$ cat config.mk
export PLATFORM = sky130hd
export DESIGN_NAME = q16_mac_window
export DESIGN_NICKNAME = d
export VERILOG_FILES = /design/src/rtl/q16_mac_window.sv
export SDC_FILE = /design/constraint.sdc
export NUM_CORES = 1
export LEC_CHECK = 0
export CAP_MARGIN = 15
export CELL_PAD_IN_SITES_DETAIL_PLACEMENT = 1
export CELL_PAD_IN_SITES_GLOBAL_PLACEMENT = 1
export CORE_MARGIN = 4
export CORE_UTILIZATION = 50
export DETAILED_ROUTE_END_ITERATION = 8
export PLACE_DENSITY_LB_ADDON = 0.1
export REMOVE_ABC_BUFFERS = 1
export SLEW_MARGIN = 20
export SYNTH_ARGS = -nofsm -noshare
export SYNTH_HDL_FRONTEND = slang
export SYNTH_SLANG_ARGS = --single-unit
$ cat constraint.sdc
create_clock -name clk -period 9.4 [get_ports clk]
set_input_delay 2.82 -clock clk [delete_from_list [all_inputs] [get_ports clk]]
set_output_delay 2.82 -clock clk [all_outputs]
set_load 0.02 [all_outputs]
$ cat src/rtl/q16_mac_window.sv
// q16_mac_window: int16 x int16 MAC over N_TAPS-sample windows, round, shift and saturate to int16
module q16_mac_window #(
  parameter int N_TAPS     = 9,
  parameter int FRAC_SHIFT = 8,
  parameter int ACC_W      = 40
) (
  input  logic               clk,
  input  logic               rst,
  input  logic               valid_in,
  input  logic signed [15:0] data_in,
  input  logic signed [15:0] weight_in,
  input  logic               clear,
  output logic signed [15:0] data_out,
  output logic               valid_out,
  output logic               sat_out
);
  localparam int CW = N_TAPS > 1 ? $clog2(N_TAPS) : 1;
  localparam logic [CW-1:0] LAST_TAP = CW'(N_TAPS - 1);
  localparam logic signed [ACC_W:0] HALF =
    FRAC_SHIFT == 0 ? '0 : (ACC_W + 1)'(1) << (FRAC_SHIFT > 0 ? FRAC_SHIFT - 1 : 0);
  localparam logic signed [ACC_W:0] MAX16 = (ACC_W + 1)'(32767);
  localparam logic signed [ACC_W:0] MIN16 = -(ACC_W + 1)'(32768);
  logic [CW-1:0] cnt_q, cnt_d, base;
  logic signed [31:0] prod_q, prod_d;
  logic prod_v_q, prod_v_d, last_q, last_d;
  logic signed [ACC_W-1:0] acc_q, acc_d, sum_q, sum_d, psum;
  logic sum_v_q, sum_v_d;
  logic signed [ACC_W:0] rnd, shifted;
  logic hi, lo;
  logic signed [15:0] data_out_q, data_out_d;
  logic valid_out_q, valid_out_d, sat_out_q, sat_out_d;
  // stage 1: multiply and tag the window's last tap; clear restarts counting at this sample
  always_comb begin
    base     = clear ? '0 : cnt_q;
    prod_v_d = valid_in;
    prod_d   = valid_in ? 32'(data_in * weight_in) : prod_q;
    last_d   = valid_in ? base == LAST_TAP : last_q;
    cnt_d    = valid_in ? (base == LAST_TAP ? '0 : base + 1'b1) : base;
  end
  // stage 2: accumulate; a last tap hands the full sum on and zeroes acc for the next window
  always_comb begin
    psum    = acc_q + {{(ACC_W - 32){prod_q[31]}}, prod_q};
    sum_v_d = prod_v_q && last_q && !clear;
    sum_d   = sum_v_d ? psum : sum_q;
    acc_d   = (clear || (prod_v_q && last_q)) ? '0 : prod_v_q ? psum : acc_q;
  end
  // stage 3: round half-up, arithmetic shift, clip to int16 and launch the pulse
  always_comb begin
    rnd         = {sum_q[ACC_W-1], sum_q} + HALF;
    shifted     = rnd >>> FRAC_SHIFT;
    hi          = shifted > MAX16;
    lo          = shifted < MIN16;
    valid_out_d = sum_v_q;
    data_out_d  = sum_v_q ? (hi ? 16'sh7fff : lo ? -16'sh8000 : shifted[15:0]) : data_out_q;
    sat_out_d   = sum_v_q ? hi || lo : sat_out_q;
  end
  // pipeline registers; reset discards any partial window and in-flight result
  always_ff @(posedge clk) begin
    if (rst) begin
      cnt_q       <= '0;
      prod_q      <= '0;
      prod_v_q    <= 1'b0;
      last_q      <= 1'b0;
      acc_q       <= '0;
      sum_q       <= '0;
      sum_v_q     <= 1'b0;
      data_out_q  <= '0;
      valid_out_q <= 1'b0;
      sat_out_q   <= 1'b0;
    end else begin
      cnt_q       <= cnt_d;
      prod_q      <= prod_d;
      prod_v_q    <= prod_v_d;
      last_q      <= last_d;
      acc_q       <= acc_d;
      sum_q       <= sum_d;
      sum_v_q     <= sum_v_d;
      data_out_q  <= data_out_d;
      valid_out_q <= valid_out_d;
      sat_out_q   <= sat_out_d;
    end
  end
  assign data_out  = data_out_q;
  assign valid_out = valid_out_q;
  assign sat_out   = sat_out_q;
endmodule

### Word level (Yosys, flattened, before mapping)

Cells that the tools add are included.
Widths: inputs -> output; s select.

| storage, ports and cells | value |
|---|---|
| input bits | 36 |
| output and inout bits | 18 |
| logic and storage cells | 28 |
| register bits | 137 |

| cells by class | value |
|---|---|
| $mul | 1 |
| order comparisons | 2 |
| mux-type cells | 5 |
| reduce and logical (&&, ||, !) cells | 6 |
| add/subtract/negate cells | 3 |
| equal/unequal tests | 1 |

Operators with widths:

| kind | count |
|---|---|
| $add 40x9->41 const B | 1 |
| $add 40x40->40 | 1 |
| $gt 33x16->1 const B | 1 |
| $lt 33x16->1 const B | 1 |
| $mul 16x16->32 | 1 |
| $mux 16 | 2 |
| $mux 4 | 3 |
| $add 4x1->4 const B | 1 |
| $eq 4x4->1 const B | 1 |
| $logic_and 1x1->1 | 2 |
| $logic_or 1x1->1 | 2 |
| $reduce_or 2->1 | 1 |
| $logic_not 1->1 | 1 |

### Logic depth before layout (Yosys ltp)

| depth | value |
|---|---|
| depth in word-level cells | 4 |
| mapped depth | 25 |
| depth with buffers taken out | 23 |

### Worst setup path before layout

Ideal clock, no wire load.

| path | value |
|---|---|
| path kind | input-to-reg |
| start point | in data_in[15] |
| end point | reg prod_q[31] |
| path slack | 0.540 ns |
| required time | 9.272 ns |
| library setup time | 0.128 ns |
| arrival | 8.732 ns |
| stages on the path | 20 |
| path buffers | 1 |
| cells stage by stage | clkbuf_1 -> nand2_1 -> fa_1 -> inv_1 -> fa_1 -> fa_1 -> fa_1 -> fa_1 -> inv_1 -> fa_1 -> inv_1 -> ha_1 -> and4_1 -> a221oi_1 -> o211ai_1 -> a311oi_1 -> o31ai_1 -> a311oi_1 -> mux2i_1 -> nor2_1 |

| between the ends | value |
|---|---|
| word-level cells in the longest chain between the ends | 1 |

RTL lines:

| what | RTL line | RTL |
|---|---|---|
| from (decl) | 10 | `input logic signed [15:0] data_in,` |
| $mul 16x16->32 | 36 | `prod_d = valid_in ? 32'(data_in * weight_in) : prod_q;` |
| to (signal assigned) | 72 | `prod_q <= prod_d;` |
| to (decl) | 24 | `logic signed [31:0] prod_q, prod_d;` |

No other way between the ends.
A chain may end at the register's enable or synchronous reset.

### Final worst setup path

| path | value |
|---|---|
| start point | in data_in[15] |
| end point | reg prod_q[29] |

The elaborated chain is that of the path after synthesis.

==> results_dict.tcl <==
set metrics [dict create \
    io_pins 54 \
    setup_violations 0 \
    fin_skew_ns 0.0102 \
    dp_slack_ns -0.441 \
    clk_pin_slew_ns 0.06 \
    die_y_um 196 \
    yosys_most_used_dff "dfxtp_1" \
    drt-initial-drc-count 478 \
    period_share_pct 97.2 \
    coreArea_um2 34600 \
    start_util_pct 50.8 \
    insertion_delay_ns 0.44 \
    critical_path.startpoint "data_in[15]" \
    max_slew_margin_pct 40.7 \
    synth-edff-count 0 \
    period_minus_slack_ns 9.13 \
    antennaDiodeCount 0 \
    worst-setup-path-type "primary input to flip-flop" \
    cts.sinks 130 \
    die_w_um 196 \
    r2r-start "acc_q[17]" \
    place_congestion 0.865 \
    outcome "finished, final reports clean" \
    synth_top_area_share_pct 29.9 \
    drc_errors 0 \
    cts_buffers 17 \
    timing.fmax_mhz 109 \
    grt_start_max_net_pins 69 \
    cts_buffer_depth 2 \
    hold_viol_final 0 \
    grt_pass1_wl_mm 80.2 \
    final.setup.worst_slack_ns 0.266 \
    critPathMaxFanout 12 \
    die-area_um2 38300 \
    dpl_cell_area_um2 19200 \
    routed_wl_mm 46.8 \
    min-delay-start "acc_q[39]" \
    drv_slew 0 \
    max_cap_viol_count 0 \
    cp.arrival_ns 9.49 \
    netlist_area_um2 17600 \
    final_net_count 2574 \
    layout_common_cells "inv_1, fa_1, nand2_1, nor2_1, dfxtp_1" \
    ys_types 73 \
    clockRootBuffer "clkbuf_16" \
    worstMarginPinSlew_ns 0.887 \
    yosys_warnings 0 \
    worst_setup_path_start_kind "primary input" \
    antenna_found_initial 1 \
    cts_max_level 4 \
    vias_per_cell 5.43 \
    synth_area_per_cell_um2 8.54 \
    drive_gt1_share_pct 7.49 \
    rsz0062_at_grt "true" \
    synthArstFlopShare_pct 0 \
    yosysSeqAreaShare_pct 14.8 \
    tns_ns 0 \
    cts_tree "yes" \
    dp_hpwl_mm 38.7 \
    syn_to_final_growth_pct 12.4 \
    dr_total_vias 14200 \
    synth_area_leader_cell "fa_1" \
    portBuffers 53 \
    grt_pass1_vias 16000 \
    final_antenna_net_count 0 \
    wl_per_cell_um 17.9 \
    synth-seq-cells 130 \
    cp_data_required_time_ns 9.76 \
    syn_inst 2062 \
    drtPass1Iterations 4 \
    end_kind "flip-flop" \
    overflow 0 \
    final_common_cell "inv_1" \
    grt.total_usage_pct 25.6 \
    synth_area_leaders "fa_1, dfxtp_1, ha_1" \
    placementRows 68 \
    worstHoldPathType "flip-flop to flip-flop" \
    fin_area_um2 19800 \
]
==> synthesized netlist by cell type, drive strengths merged, types with 10 or more instances <==
cell	n
inv	363
fa	263
nand2	234
nor2	162
dfxtp	130
and2	127
ha	124
a21oi	90
clkbuf	71
mux2i	58
xnor2	55
xor2	39
o21ai	37
nand4	25
a21o	22
nand2b	21
nand3	21
o21a	20
nor3	17
a31oi	14
buf	14
a211oi	13
and3	13
o211ai	13
o21bai	12
o31ai	10
==> final cells by class <==
| class | count | area, um^2 |
|---|---|---|
| clock buffers | 17 | 425 |
| clock inverters | 15 | 136 |
| fillers | 4098 | 14900 |
| inverters | 363 | 1360 |
| multi-input cells | 1484 | 13300 |
| flip-flops and latches | 130 | 2600 |
| well taps | 455 | 569 |
| repair buffers | 155 | 1340 |
==> worst max-delay path, cell delays in order <==
cell	delay, ns
clkdlybuf4s50_1	0.46
buf_4	0.21
and2_1	0.20
fa_1	0.60
inv_1	0.15
fa_1	0.55
inv_1	0.06
fa_1	0.53
fa_1	0.44
fa_1	0.54
inv_1	0.05
fa_1	0.52
inv_1	0.04
ha_1	0.31
and3_1	0.21
and4_1	0.22
a221oi_2	0.26
o21ai_0	0.15
a31oi_1	0.39
o31ai_4	0.16
and3_1	0.21
o31a_1	0.29
nor3_1	0.11
==> worst paths after layout <==
kind | to | slack, ns | cells past startpoint
setup / recovery | prod_q[29] | 0.27 | 23
setup reg to reg | acc_q[28] | 6.16 | 10
hold reg to reg | acc_q[39] | 0.46 | 2
hold / removal | acc_q[39] | 0.46 | 2
==> metrics by stage <==
step / hold slack (ns) / instances / util, %
floorplan: 0.435 / 1977 / -
global placement: 0.445 / 2586 / 55.3
detailed placement: 0.462 / 2586 / 55.3
CTS: 0.470 / 2618 / 57.0
global route: 0.485 / 2619 / 57.1
finish: 0.464 / 2619 / 57.1
==> repair_timing <==
item	CTS	global route
resized for setup	1	8
hold buffers	0	0
cloned	0	0
pin swaps	0	2
buffers inserted	0	1
setup endpoints to repair	1	8
==> layer usage <==
layer | track usage [%] | wire, um | vias to the layer above
li1 | - | - | 6721
met1 | 33.2 | 20900 | 7280
met2 | 46.4 | 24000 | 153
met3 | 2.78 | 1030 | 63
met4 | 5.59 | 859 | 0
met5 | 0 | 0 | -
==> sequential cells by signal (all words and copies together), names as in the netlist <==
register   flops
last_q         1
sat_out        1
prod_q        32
valid_out      1
sum_v_q        1
cnt_q          4
acc_q         40
prod_v_q       1
data_out      16
sum_q         33
==> logic make-up (layout without fill, tap and decap cells) <==
logic type / Yosys count / after routing / synth area share, %
compound gates: 276 / 276 / 10.2
flops: 130 / 130 / 14.8
buf+inv: 448 / 550 / 9.68
fa+ha+maj: 387 / 387 / 38.7
simple gates: 667 / 667 / 18.5
mux: 59 / 59 / 3.36
xor+xnor: 95 / 95 / 4.81
Power is left out: the tool's default activity adds up to more than one toggle a clock period on the data nets, which glitch-free logic cannot reach.
